[config.mk]
export PLATFORM = sky130hd
export DESIGN_NAME = bin2bcd_seq
export DESIGN_NICKNAME = d
export VERILOG_FILES = /design/src/rtl/bin2bcd_seq.sv
export SDC_FILE = /design/constraint.sdc
export NUM_CORES = 1
export LEC_CHECK = 0
export BUFFER_PORTS_ARGS = -buffer_cell sky130_fd_sc_hd__buf_2
export CELL_PAD_IN_SITES_DETAIL_PLACEMENT = 1
export CELL_PAD_IN_SITES_GLOBAL_PLACEMENT = 1
export CORE_AREA = 2 2 69 77
export CTS_BUF_LIST = sky130_fd_sc_hd__clkbuf_16
export DETAILED_ROUTE_END_ITERATION = 8
export DIE_AREA = 0 0 71 79
export PLACE_DENSITY = 0.74
export SLEW_MARGIN = 20
export SYNTH_ARGS = -nofsm -noshare
export SYNTH_HDL_FRONTEND = slang
export SYNTH_SLANG_ARGS = --single-unit
[constraint.sdc]
create_clock -name clk -period 3 [get_ports clk]
set_clock_uncertainty 0.15 [all_clocks]
set_input_delay 0.3 -clock clk [delete_from_list [all_inputs] [get_ports clk]]
set_output_delay 0.3 -clock clk [all_outputs]
set_load 0.02 [all_outputs]
[src/rtl/bin2bcd_seq.sv]
// Multi-cycle binary-to-BCD converter (shift-add-3) with valid/ready handshake,
// exact overflow detection and leading-zero blanking mask.
module bin2bcd_seq #(
  parameter int BIN_W  = 8,
  parameter int DIGITS = 3
) (
  input  logic                  clk,
  input  logic                  rst,
  input  logic                  in_valid,
  output logic                  in_ready,
  input  logic [BIN_W-1:0]      bin,
  input  logic                  lz_en,
  output logic                  out_valid,
  input  logic                  out_ready,
  output logic [4*DIGITS-1:0]   bcd,
  output logic                  ovf,
  output logic [DIGITS-1:0]     blank
);

  localparam int CW = $clog2(BIN_W + 1);

  localparam logic [1:0] IDLE  = 2'd0;
  localparam logic [1:0] SHIFT = 2'd1;
  localparam logic [1:0] DONE  = 2'd2;

  logic [1:0]          state;
  logic [BIN_W-1:0]    sreg;
  logic [4*DIGITS-1:0] bcd_r;
  logic [4*DIGITS-1:0] bcd_adj;
  logic                ovf_r;
  logic                lz_r;
  logic [CW-1:0]       count;
  logic                zero_above;

  always_comb begin
    bcd_adj = '0;
    for (int unsigned i = 0; i < DIGITS; i++) begin
      if (bcd_r[4*i +: 4] >= 4'd5)
        bcd_adj[4*i +: 4] = bcd_r[4*i +: 4] + 4'd3;
      else
        bcd_adj[4*i +: 4] = bcd_r[4*i +: 4];
    end
  end

  always_ff @(posedge clk) begin
    if (rst) begin
      state <= IDLE;
      sreg  <= '0;
      bcd_r <= '0;
      ovf_r <= 1'b0;
      lz_r  <= 1'b0;
      count <= '0;
    end else begin
      case (state)
        IDLE: begin
          if (in_valid) begin
            sreg  <= bin;
            lz_r  <= lz_en;
            bcd_r <= '0;
            ovf_r <= 1'b0;
            count <= CW'(BIN_W);
            state <= SHIFT;
          end
        end
        SHIFT: begin
          // The adjusted top-digit MSB falls off the register; any 1 seen there
          // means the running prefix already reached 10^DIGITS, so it is sticky.
          bcd_r <= {bcd_adj[4*DIGITS-2:0], sreg[BIN_W-1]};
          sreg  <= sreg << 1;
          ovf_r <= ovf_r | bcd_adj[4*DIGITS-1];
          count <= count - CW'(1);
          if (count == CW'(1))
            state <= DONE;
        end
        DONE: begin
          if (out_ready)
            state <= IDLE;
        end
        default: state <= IDLE;
      endcase
    end
  end

  assign in_ready  = (state == IDLE) && !rst;
  assign out_valid = (state == DONE);
  assign ovf       = ovf_r;
  assign bcd       = ovf_r ? {DIGITS{4'h9}} : bcd_r;

  // Scan from the most significant digit down; a digit blanks only while
  // everything above it (and itself) is zero. Digit 0 never blanks.
  always_comb begin
    blank      = '0;
    zero_above = 1'b1;
    for (int unsigned i = DIGITS - 1; i >= 1; i--) begin
      zero_above = zero_above && (bcd_r[4*i +: 4] == 4'd0);
      blank[i]   = out_valid && lz_r && !ovf_r && zero_above;
    end
  end

endmodule
* After elaboration in Yosys (flattened, before gate mapping)
Index checks and enable logic that the tools add are counted.
** Storage, ports and cells
- Input port bits :: 13
- Flip-flop bits (word level) :: 28
** Cells by class
- Reductions and logical operators :: 15
- $lt $le $gt $ge :: 3
- Bitwise logic cells :: 1
- Mux-type cells :: 16
- Add/subtract/negate cells :: 4
- Eq/ne operators :: 6
** Operators by type and width (count)
- $mux 12 :: 2
- $pmux 12 s2 :: 1
- $mux 4 :: 4
- $pmux 8 s2 :: 1
- $add 4x2->4 const B :: 3
- $ge 4x3->1 const B :: 3
- $logic_not 4->1 :: 2
- $mux 8 :: 1
- $pmux 4 s2 :: 1
- $logic_and 1x1->1 :: 6
- $mux 2 :: 3
- $pmux 2 s3 :: 1
- $eq 4x1->1 const B :: 1
- $ne 2x2->1 const B :: 2
- $reduce_and 2->1 :: 2
- $sub 4x1->4 const B :: 1
- $reduce_and 3->1 :: 1
- $eq 2x1->1 const B :: 1
- $eq 2x2->1 const B :: 1
- $logic_not 1->1 :: 2
- $logic_not 2->1 :: 1
- $ne 2x1->1 const B :: 1
- $pmux 1 s2 :: 1
- $reduce_bool 2->1 :: 1
- other kinds (2) :: 2

* Logic depth before layout (Yosys ltp)
- Depth in word-level cells :: 4
- Depth in mapped cells :: 5

* Worst setup path after synthesis
OpenSTA, ideal clock, no wires.
- Kind :: register to output
- Start :: register state[0]
- End :: output port blank[1]
- Setup slack :: 1048 ps
- Arrival time :: 1502 ps
- Cell stages (with the launch flop) :: 5
- Data required time :: 2550 ps
- Path buffers :: 1
- Path through :: dfxtp_1 -> buf_4 -> nor2b_1 -> and4_1 -> and4_1
** On the way
- Longest elaborated chain between the ends :: 4
** RTL lines
- start: declaration :: line 26 : logic [1:0] state;
- start signal: assignment :: line 47 : state <= IDLE;
- start signal: assignment :: line 62 : state <= SHIFT;
- start signal: assignment :: line 73 : state <= DONE;
- $eq 2x2->1 :: line 85 : assign out_valid = (state == DONE);
- named net out_valid :: line 13 : output logic out_valid,
- $logic_and 1x1->1 (3 in series) :: line 96 : blank[i] = out_valid && lz_r && !ovf_r && zero_above;
- end: declaration :: line 17 : output logic [DIGITS-1:0] blank
The timed path passes the listed nets, and every way through them passes these cells.

* Final worst setup path
- Start :: register state[1]
- End :: output port blank[1]
** On the way
- Longest elaborated chain between the ends :: 4
** RTL lines (line)
- $eq 2x2->1 :: 85
- $logic_and 1x1->1 (3 in series) :: 96
No other way between the ends.

==> run_results.csv <==
group,metric,value,unit
final_layout,finalCoreUtilization,0.387,
pwr,worst_ir_drop_vdd,0.215,mV
yosys,synthesis.nets,222,
setup_path,cp.buffers_inverters,1,
place,port_buffers,29,
setup_path,start_kind,"flop",
place,dpl_cell_area,0.00179,mm2
grt,grt_max_degree,24,
yosys,synth.cells.most_frequent,"dfxtp_1, nor2_1, inv_1, nand2_1, nand3_1",
floorplanning,die-area,0.00561,mm2
cts,post_cts_resized,0,
drt,overall_via_count_from_detail_route,1492,
sta,totalNegativeSetupSlack,0,ns
sta,post-route-min-period,2.18,ns
drt,dr.first_iter.drc_count,67,
floorplanning,die_height,79,um
sta,report.final.setup_viol,0,
setup_path,critPathTopFamily,"simple AND/OR/NAND/NOR gates",
final_layout,n_antenna_cell,0,
min_path,min-delay-start,"bin[0]",
cts,clock_tree.buffer_depth,2,
cts,total_of_hold_buffers_inserted_after_clock_tree_synthesis,0,
yosys,synthesis.area_per_instance,8.20,um2
pwr,static-leakage-power,0.747,nW
yosys,synth-warning-count,0,
cts,worst_skew_pair.late_latency,0.27,ns
place,place.detailed.hpwl,3090,um
floorplanning,std_cell_rows,27,
min_path,hp-class,"input pin to flop",
place,global_placer_s_final_weighted_congestion,0.795,
grt,grt_first_pass_wirelength,6930,um
setup_path,crit_chain,"nor2b_1 > and4_1 > and4_1 > buf_2",
final_layout,finalInstanceArea,0.00189,mm2
sta,layout_worst_path_cycle_share,0.725,
drt,via_per_inst,5.37,
setup_path,ff2ff_path_depth,2,
min_path,hold_depth,3,
setup_path,cp_slowest_cell,"dfxtp_1",
min_path,hold_path_end,"sreg[0]",
cts,cts_root_buffer,"clkbuf_16",
grt,globalRouteOverflowTotal,0,
final_layout,nets,244,
drt,wl,4310,um
yosys,synth.most_common_cell,"dfxtp_1",
yosys,ys_async_sr_fraction,0,
yosys,yosysTopAreaCellShare,0.344,
run,maxCapViolations,0,
pwr,power_dens_cells,490,mW/mm2
grt,first_global_vias,1458,
pwr,p_total,0.000928,W
cts,clkSinkCount,28,
drt,first_pass_iters,4,
setup_path,cp_data_required_time,2.55,ns
final_layout,final_layout_size_suffix_gt1_frac,0.214,
sta,report.final.hold_viol_count,0,
setup_path,path_depth,4,
yosys,synth_enable_flop_cells,0,
yosys,netlist_top_cells_area,"dfxtp_1, ha_1, nand3_1",
setup_path,critical-path-max-stage-delay,0.65,ns
setup_path,timing.rr.end,"ovf",
cts,clock_tree_from_tritoncts,"done",
setup_path,timing.critical_path.arrival,1.73,ns
cts,postCtsSetupBuffers,0,
setup_path,regToRegSetupSlack,1.10,ns
sta,maxSlewViolCount,0,
sta,hold_slack,0.133,ns
drt,post-route-drc-count,0,
yosys,post_synth_inst_count,199,
drt,route.detailed.wl_per_inst,15.5,um
cts,worst_setup_hold_path_clk_slew,0.07,ns
setup_path,worst_setup_path_end_kind,"primary output",
yosys,predominant_post_synthesis_flop_cell,"dfxtp_1",
outcome,run_status,"complete, no violations",
floorplanning,initial_core_utilization,0.333,
setup_path,setup.worst_path.class,"flop to primary output",
cts,cts_htree_levels,1,
sta,max_slew_headroom_at_the_worst_pin,0.593,
cts,cts_inserted_buffers,3,
yosys,yosysUniqueCellTypes,40,
yosys,yosys_register_bits,28,
yosys,netlist_area,0.00163,mm2
setup_path,critPathMostFrequentCell,"and4_1",
floorplanning,io-pin-count,31,
yosys,synth_largest_area_cell,"dfxtp_1",
drt,final_antenna_net_count,0,
sta,clock.fmax,459,MHz
floorplanning,core,0.00490,mm2
floorplanning,floorplan.die.width,71,um
grt,globalRouteTotalUtil,0.156,
grt,grt_antenna_before_repair,0,
final_layout,flow.area_growth_from_synthesis,16.1,%
setup_path,r2r-start,"state[0]",
sta,worst_pin_slew,0.610,ns
sta,grt_setup_unrepaired,"false",
yosys,ys_seq_area_frac,0.344,
setup_path,critical_path_peak_fanout,17,
## how the worst max path moves through the flow
stage / from / end / slack (ns)
after floorplan: state[0] / blank[1] / 1.05
after global placement: state[1] / blank[1] / 1.16
after detailed placement: state[0] / ovf / 1.11
after CTS: bcd_r[8] / blank[1] / 0.82
after global routing: state[1] / blank[1] / 0.71
final: state[1] / blank[1] / 0.82
## tightest hold or removal path, delay by kind of cell
| family | cells | cell delay (ns) |
|---|---|---|
| AND/OR/NAND/NOR | 1 | 0.08 |
| AO/OA/AOI/OAI | 1 | 0.07 |
| buffers and inverters | 1 | 0.07 |
## sequential cells by signal (all words and copies together) (netlist names)
name   count
lz_r       1
bcd_r     12
ovf        1
count      4
state      2
sreg       8
## report_power, final
| part | leakage (nW) | switching [W] | internal (W) | total [W] |
|---|---|---|---|---|
| clock | 0.0511 | 0.000135 | 0.000266 | 0.000401 |
| combinational | 0.467 | 0.0000699 | 0.0000442 | 0.000114 |
| sequential | 0.229 | 0.0000203 | 0.000392 | 0.000412 |
## stage by stage
stage	cells	setup slack, ns
floorplan	199	1.05
global placement	274	1.16
detailed placement	274	1.11
CTS	278	0.816
global route	278	0.713
finish	278	0.824
## routing by layer
metal / global-route usage / wire length [um]
met1: 0.198 / 2010
met5: 0 / 0
met3: 0.0165 / 91
met2: 0.271 / 2150
met4: 0.0566 / 51
## cell families after synthesis
| family | count (synthesis) | share of synthesized area |
|---|---|---|
| adders and majority gates | 10 | 0.0767 |
| DFF | 28 | 0.344 |
| buffers and inverters | 29 | 0.0782 |
| xor gates and xnor gates | 2 | 0.0107 |
| other | 1 | 0.00230 |
| and+or+nand+nor | 81 | 0.268 |
| muxes | 1 | 0.00614 |
| AOI/OAI and AO/OA | 47 | 0.215 |
## cells in the final DEF (no fill, tap or decap), drive strengths merged, types with 6 or more instances in the layout
master / n
ha: 10
or2: 7
nand2: 16
buf: 30
dfxtp: 28
inv: 16
a21oi: 9
a311oi: 6
o2111ai: 6
nor2: 17
nand3: 15
o211ai: 7
## final cells by class
| type | instances | area, um2 |
|---|---|---|
| Timing Repair Buffer | 30 | 153 |
| Tap cell | 58 | 72.6 |
| Fill cell | 603 | 3000 |
| Clock inverter | 1 | 30.0 |
| Clock buffer | 3 | 75.1 |
| Sequential cell | 28 | 561 |
| Multi-Input combinational cell | 142 | 943 |
| Inverter | 16 | 60.1 |
Power figures use the tool's default switching activity.
